===== src/rtl/ir_pulse_counter.sv =====
// Debounced IR obstacle counter: synchronizes the active-low sensor, accepts
// objects after DEBOUNCE_CYCLES stable cycles and keeps a packed 2-digit BCD tally.
`timescale 1ns/1ps
module ir_pulse_counter #(
  parameter int          DEBOUNCE_CYCLES = 50_000,
  parameter logic [7:0]  MAX_BCD         = 8'h99
) (
  input  logic       clk,
  input  logic       rst_n,
  input  logic       ir_in,
  input  logic       clear,
  output logic [7:0] count,
  output logic       count_valid,
  output logic       overflow,
  output logic       object_present
);

  localparam int TW = (DEBOUNCE_CYCLES > 2) ? $clog2(DEBOUNCE_CYCLES) : 1;
  localparam logic [TW-1:0] T_LAST = TW'(DEBOUNCE_CYCLES - 1);

  typedef enum logic [1:0] {IDLE, DEB_ON, PRESENT, DEB_OFF} state_t;

  state_t        state, state_nxt;
  logic [TW-1:0] timer, timer_nxt;
  logic [1:0]    sync;
  logic          detect;
  logic          inc;
  logic          wrap;
  logic [7:0]    count_inc;

  // Synchronizer idles high so reset never looks like a detection.
  always_ff @(posedge clk or negedge rst_n) begin
    if (!rst_n) sync <= 2'b11;
    else        sync <= {sync[0], ir_in};
  end

  assign detect = ~sync[1];

  always_ff @(posedge clk or negedge rst_n) begin
    if (!rst_n) begin
      state <= IDLE;
      timer <= '0;
    end else begin
      state <= state_nxt;
      timer <= timer_nxt;
    end
  end

  always_comb begin
    state_nxt = state;
    inc       = 1'b0;
    case (state)
      IDLE:    if (detect) state_nxt = DEB_ON;
      DEB_ON: begin
        if (!detect) state_nxt = IDLE;
        else if (timer == T_LAST) begin
          state_nxt = PRESENT;
          inc       = 1'b1;
        end
      end
      PRESENT: if (!detect) state_nxt = DEB_OFF;
      DEB_OFF: begin
        if (detect)                 state_nxt = PRESENT;
        else if (timer == T_LAST)   state_nxt = IDLE;
      end
      default: state_nxt = IDLE;
    endcase
    // Timer only runs while debouncing and restarts on any state change.
    if (state_nxt != state || state == IDLE || state == PRESENT) timer_nxt = '0;
    else                                                          timer_nxt = timer + TW'(1);
  end

  always_comb begin
    count_inc = count;
    if (count[3:0] == 4'd9) begin
      count_inc[3:0] = 4'd0;
      count_inc[7:4] = count[7:4] + 4'd1;
    end else begin
      count_inc[3:0] = count[3:0] + 4'd1;
    end
  end

  assign wrap = (count == MAX_BCD);

  // Clear has priority over a same-cycle increment; the FSM still consumes the object.
  always_ff @(posedge clk or negedge rst_n) begin
    if (!rst_n) begin
      count       <= 8'h00;
      count_valid <= 1'b0;
      overflow    <= 1'b0;
    end else if (clear) begin
      count       <= 8'h00;
      count_valid <= 1'b0;
      overflow    <= 1'b0;
    end else if (inc) begin
      count       <= wrap ? 8'h00 : count_inc;
      count_valid <= 1'b1;
      overflow    <= overflow | wrap;
    end else begin
      count_valid <= 1'b0;
    end
  end

  assign object_present = (state == PRESENT) || (state == DEB_OFF);

endmodule


===== config.mk =====
export PLATFORM = sky130hd
export DESIGN_NAME = ir_pulse_counter
export DESIGN_NICKNAME = d
export VERILOG_FILES = /design/src/rtl/ir_pulse_counter.sv
export SDC_FILE = /design/constraint.sdc
export NUM_CORES = 1
export LEC_CHECK = 0
export ABC_AREA = 1
export CAP_MARGIN = 20
export CORE_MARGIN = 10
export CORE_UTILIZATION = 45
export CTS_CLUSTER_DIAMETER = 50
export DETAILED_ROUTE_END_ITERATION = 8
export DONT_BUFFER_PORTS = 1
export PLACE_DENSITY = 0.57
export SYNTH_ARGS = -nofsm -noshare
export SYNTH_HDL_FRONTEND = slang
export SYNTH_SLANG_ARGS = --single-unit
export TNS_END_PERCENT = 1

===== constraint.sdc =====
create_clock -name clk -period 1.67 [get_ports clk]
set_input_delay 0.4175 -clock clk [delete_from_list [all_inputs] [get_ports clk]]
set_output_delay 0.4175 -clock clk [all_outputs]
set_load 0.01 [all_outputs]

Word-level counts from Yosys, hierarchy flattened
Cells that the tools add are included.
{"block": "classes", "eq_ne": 7, "bitwise": 1, "n_mux": 20, "addsub": 3, "reduce_logical": 7}
{"cell": "8-bit 2-to-1 mux", "n": 3}
{"cell": "16-bit by 1-bit adder with 16-bit output (second input constant)", "n": 1}
{"cell": "16-bit == test (second input constant)", "n": 1}
{"cell": "16-bit 2-to-1 mux", "n": 1}
{"cell": "2-bit 2-to-1 mux", "n": 6}
{"cell": "4-bit by 1-bit adder with 4-bit output (second input constant)", "n": 2}
{"cell": "8-bit == test (second input constant)", "n": 1}
{"cell": "4-bit 2-to-1 mux", "n": 2}
{"cell": "2-bit one-hot mux with 4 select lines", "n": 1}
{"cell": "1-bit 2-to-1 mux", "n": 7}
{"cell": "2-bit == test (second input constant)", "n": 2}
{"cell": "4-bit == test (second input constant)", "n": 1}
{"cell": "1-bit logical OR", "n": 3}
{"cell": "3-bit nonzero test", "n": 1}
{"cell": "2-bit by 1-bit == test with 1-bit output (second input constant)", "n": 1}
{"cell": "2-bit zero test", "n": 1}
{"cell": "2-bit != test", "n": 1}
{"cell": "2-bit AND reduction", "n": 1}
{"cell": "2-bit nonzero test", "n": 1}
{"cell": "1-bit OR", "n": 1}
{"block": "word_totals", "out_inout_bits": 11, "regBits": 30, "in_bits": 4, "wordCells": 45}

Logic depth before layout (Yosys ltp)
{"block": "depth", "word_depth": 8, "depth_mapped": 9, "ltp_nobuf": 9}

Worst setup path before layout
No wires, ideal clock.
{"block": "synth_timing", "path_kind": "reg2reg", "from": "reg count[1]", "to": "reg count[4]", "n_path_buf": 0, "t_required_ns": 1.552, "arrival_ns": 1.256, "synth_period_minus_slack_ns": 1.374, "slack_ns": 0.296, "setup_time_ns": 0.118, "stages_incl_launch_ff": 10, "cell_sequence": "dfrtp_1 -> inv_1 -> ha_1 -> nand2_1 -> nor2_2 -> nand3_1 -> nand2_1 -> nor2_1 -> nand3_1 -> nand2_1"}
{"block": "synth_via", "elab_chain_len": 4, "word_cells_on_any_way": 7, "classes_between": "eq/ne: 2; mux: 3; reduce/logical: 2"}
{"element": "start: declaration", "line_no": "12", "text": "output logic [7:0] count,"}
{"element": "start signal: assignment", "line_no": "96", "text": "count <= wrap ? 8'h00 : count_inc;"}
{"element": "8-bit == test", "line_no": "83", "text": "assign wrap = (count == MAX_BCD);"}
{"element": "8-bit 2-to-1 mux", "line_no": "96"}
{"element": "8-bit 2-to-1 mux", "line_no": "95", "text": "end else if (inc) begin"}
{"element": "8-bit 2-to-1 mux", "line_no": "91", "text": "end else if (clear) begin"}
Parallel ways exist; a longest one is shown, timed or not. The select of a mux whose other input is x is not followed.
A chain may end at the register's enable or synchronous reset.

Final worst setup path
{"block": "layout_timing", "from": "reg timer[0]", "to": "reg count[5]"}
{"block": "layout_via", "elab_chain_len": 6}
{"element": "start: declaration", "line_no": "24", "text": "logic [TW-1:0] timer, timer_nxt;"}
{"element": "start signal: assignment", "line_no": "45", "text": "timer <= timer_nxt;"}
{"element": "16-bit == test", "line_no": "56", "text": "else if (timer == T_LAST) begin"}
{"element": "1-bit 2-to-1 mux", "line_no": "56"}
{"element": "1-bit 2-to-1 mux", "line_no": "55", "text": "if (!detect) state_nxt = IDLE;"}
{"element": "1-bit 2-to-1 mux", "line_no": "52", "text": "case (state)"}
{"element": "2-bit nonzero test (no line)"}
{"element": "2-bit AND reduction (no line)"}
Every way passes these cells.

==> summary.md <==
| Metric | Value |
|---|---|
| Static Leak | a little over 0.8 nW |
| WS Path Type | register to register |
| Initial DRC count | roughly 100 |
| Worst-path clk slew | 0.06 ns |
| R2R cell count | 8 |
| R2R Setup Slk | 0.16 ns |
| Commonest non-fill, non-tap cell in the layout | nand2_1 |
| GPL Wtd Cong | 0.9032 |
| Total wire length | 3228 um |
| PortBufs | 0 |
| Initial Util | 45.94% |
| Worst Path Arrival | 1.67 ns |
| Wirelength per Cell | 12.18 um |
| Crit. path cell count | 8 |
| R2r endpoint | count[5] |
| RSZ-0062 raised after global routing | no |
| Hold Path Sink | sync[0] |
| Post-synth top area cell | dfrtp_1 |
| Routing usage on met3 | 4.636% |
| # setup viols final | 0 |
| Post-Place Cell Area | around 1700 um^2 |
| Met2 Usage GRT | roughly 15% |
| Clock Tree Buf Depth | 2 |
| P&R area growth vs syn | 12.82% |
| Worst hold slack | 0.1464 ns |
| Final core utilization | 51.83% |
| Period minus WS final | 1.510 ns |
| Max Clk Rate | ~660 MHz |
| Worst path required time | roughly 1.8 ns |
| Most frequent cells in the layout | nand2_1 (42), nor2_1 (30), dfrtp_1 (28) |
| Placed Cells incl. Taps | around 260 |
| Seq/Total Area, Yosys | about 45% |
| # diodes | 0 |
| Status | complete, no violations |
| DIE HEIGHT | between 80 and 90 um |
| Final TNS setup | 0 ns |
| Crit-path most repeated cell | nand3_1 |
| Yosys reg bits | 30 |
| Mapped Cells | 205 |
| Grt total ovfl | 0 |
| Initial DRT Pass Iterations | 4 |
| CTS Sinks | 30 |
| Setup Skew | 0.008443 ns |
| Vias in the first global route | 1255 |
| Gate power share | 7.2% |
| Largest family of logic cells by synthesized area | simple AND/OR/NAND/NOR gates |
| Internal Power | about 1.1 mW |
| Crit path max-delay cell type | dfrtp_1 |
| Clock tree root buffer cell | clkbuf_8 |
| Hold path depth | 0 |
| Worst Slack Setup Final | 0.1595 ns |
| Drt drc | 0 |
| Syn Nets | 214 |
| Worst setup SP type | register |
| Maximum vdd drop | between 0.4 and 0.5 mV |
| Synth area leaders | dfrtp_1 (42%), nand2_1 (9.7%), nor2_1 (7.2%) |
| Top Usage Layer GRT | met2 |
| Vias | 1302 |
| Worst path cell trace | ha_4, nand2_2, nor2_4, nand3_1, nor2_2, nand4_1, nand3_1, nand2_1 |
| DP Wirelength | 2501 um |
| Nets@finish | 225 |
| Delay-heaviest family, CP | simple AND/OR/NAND/NOR gates |
| Crit end category | register |
| Yosys warning total | 0 |
| Synth Area in XOR/XNOR | 5.772% |
| Final instance area | about 1900 um^2 |
| NetSw | 0.3283 mW |
| Antenna violations before repair | 0 |
| Reg-to-reg critical path startpoint | timer[0] |
| Fin crit share | around nine tenths |
| Max-Cap Viols | 0 |
| Avg Inst Size Synth | 8.142 um^2 |
| CTS tree | built |
| Largest net degree at the start of global routing | 31 |
| Fin cells | ~270 |
| Max-slew violations | 0 |
| Synthesized cell area | 1669 um^2 |
| Post-synth top area share | between 40% and 50% |
| First-pass GRT wire length | 5775 um |
| GR Util met1 | 14.61% |
| Fin. Hold Viols | 0 |
| Critical path's largest stage delay | 0.40 ns |
| Num CTS Buffers | 5 |
| Worst Path Buf+Inv | 0 |
| Pre-CTS WS | 0.06615 ns |
| Worst slew margin | 70.71% |
| Crit Path Max Fanout | 4 |
| I/O Pins | 15 |
| PD cells | around 750 nW/um^2 |
| Reg power frac | between 50% and 60% |
| Clock power share | a little under two fifths |
| Die ar. | roughly 6500 um^2 |
| Pwr Total | 1.413 mW |
| Gr usage total | 10.83% |
| Core area | 3633 um^2 |
| Hold crit path type | input pin to register |
| Unique masters post-synth | 26 |
| Min-delay src | ir_in |
| # rows | 22 |
| Mux contribution to synthesized area | 0% |
| Post-route ant nets | 0 |
| Net Sw Frac | 23.24% |
| Tightest Pin Transition | 0.4348 ns |
| DR vias/cell | ~4.9 |
| Layout cells sized above 1 | 16.13% |
| Post-Synth Simple-Gate Area | 37.26% |
| Synth Area in Compound Gates | 1.649% |
| Fraction of the mapped netlist area in adder cells | 3.748% |
| Htree depth | 2 |
| Die Wd | 80.90 um |
| Worst skew pair latency | ~0.27 ns |
| Fillers | 357 |
-- repair_timing --
action | 4_1_cts | 5_1_grt
buffers inserted | 0 | 0
endpoints found under the hold margin | 30 | 0
hold buffers | 2 | 0
resized for setup | 0 | 7
endpoints found under the setup margin | 0 | 4
-- routing by layer --
metal	up-vias	wire (um)
li1	675	-
met1	603	1542
met2	20	1463
met3	4	190
met4	0	31
met5	-	0
-- cells in the mapped netlist --
cell type / n
ha_1: 5
nor2_1: 32
a21oi_1: 1
buf_6: 2
nand4_4: 1
nand2_4: 1
xnor2_1: 3
o21ai_1: 1
nand4_1: 3
nand2_2: 5
xor2_1: 8
nand3_1: 22
dfstp_2: 2
buf_2: 1
nor2_2: 6
nor2_4: 2
nand2_1: 43
nor3_1: 11
inv_1: 19
nand3_2: 1
dfrtp_1: 28
clkinv_2: 1
nor3b_1: 3
clkbuf_1: 1
o21ai_0: 2
o31ai_1: 1
-- power by group through the flow --
stage / combinational [mW] / clock, mW / sequential, mW
after CTS: 0.104 / 0.554 / 0.777
after detailed placement: 0.0816 / 0 / 0.790
after global placement: 0.0781 / 0 / 0.790
after floorplan: 0.0579 / 0 / 0.788
after global routing: 0.119 / 0.589 / 0.783
final: 0.102 / 0.531 / 0.779
-- how the worst max path moves through the flow --
stage | start | endpoint
final | timer[0] | count[5]
after global routing | timer[0] | count[5]
after CTS | timer[0] | count[5]
after detailed placement | timer[0] | count[5]
after global placement | timer[0] | count[4]
after floorplan | count[1] | count[4]
-- state kept, by name, indices dropped and copies added (netlist names) --
| signal | cells |
|---|---|
| timer | 16 |
| count | 8 |
| state | 2 |
| sync | 2 |
| count_valid | 1 |
| overflow | 1 |
-- kinds of logic after synthesis --
kind of cell | after synthesis
compound gates | 5
buf+inv | 24
flops | 30
simple gates | 130
xor+xnor | 11
fa+ha+maj | 5
-- area by class of cell --
cell class,count,area (um^2),share of cell area (%)
tap,48,60.06,3.189
sequential,30,753.2,40.00
timing repair buffer,8,75.07,3.987
multi-input combinational,151,838.3,44.52
inverter,20,76.32,4.053
clock buffer,8,80.08,4.252
-- worst reg2reg max path, stage by stage (launching register included) --
cell and delay [ns]:
dfrtp_1 0.40, ha_4 0.16, nand2_2 0.08, nor2_4 0.12, nand3_1 0.08, nor2_2 0.12, nand4_1 0.21, nand3_1 0.16
nand2_1 0.07
(Power assumes the default switching activity.)
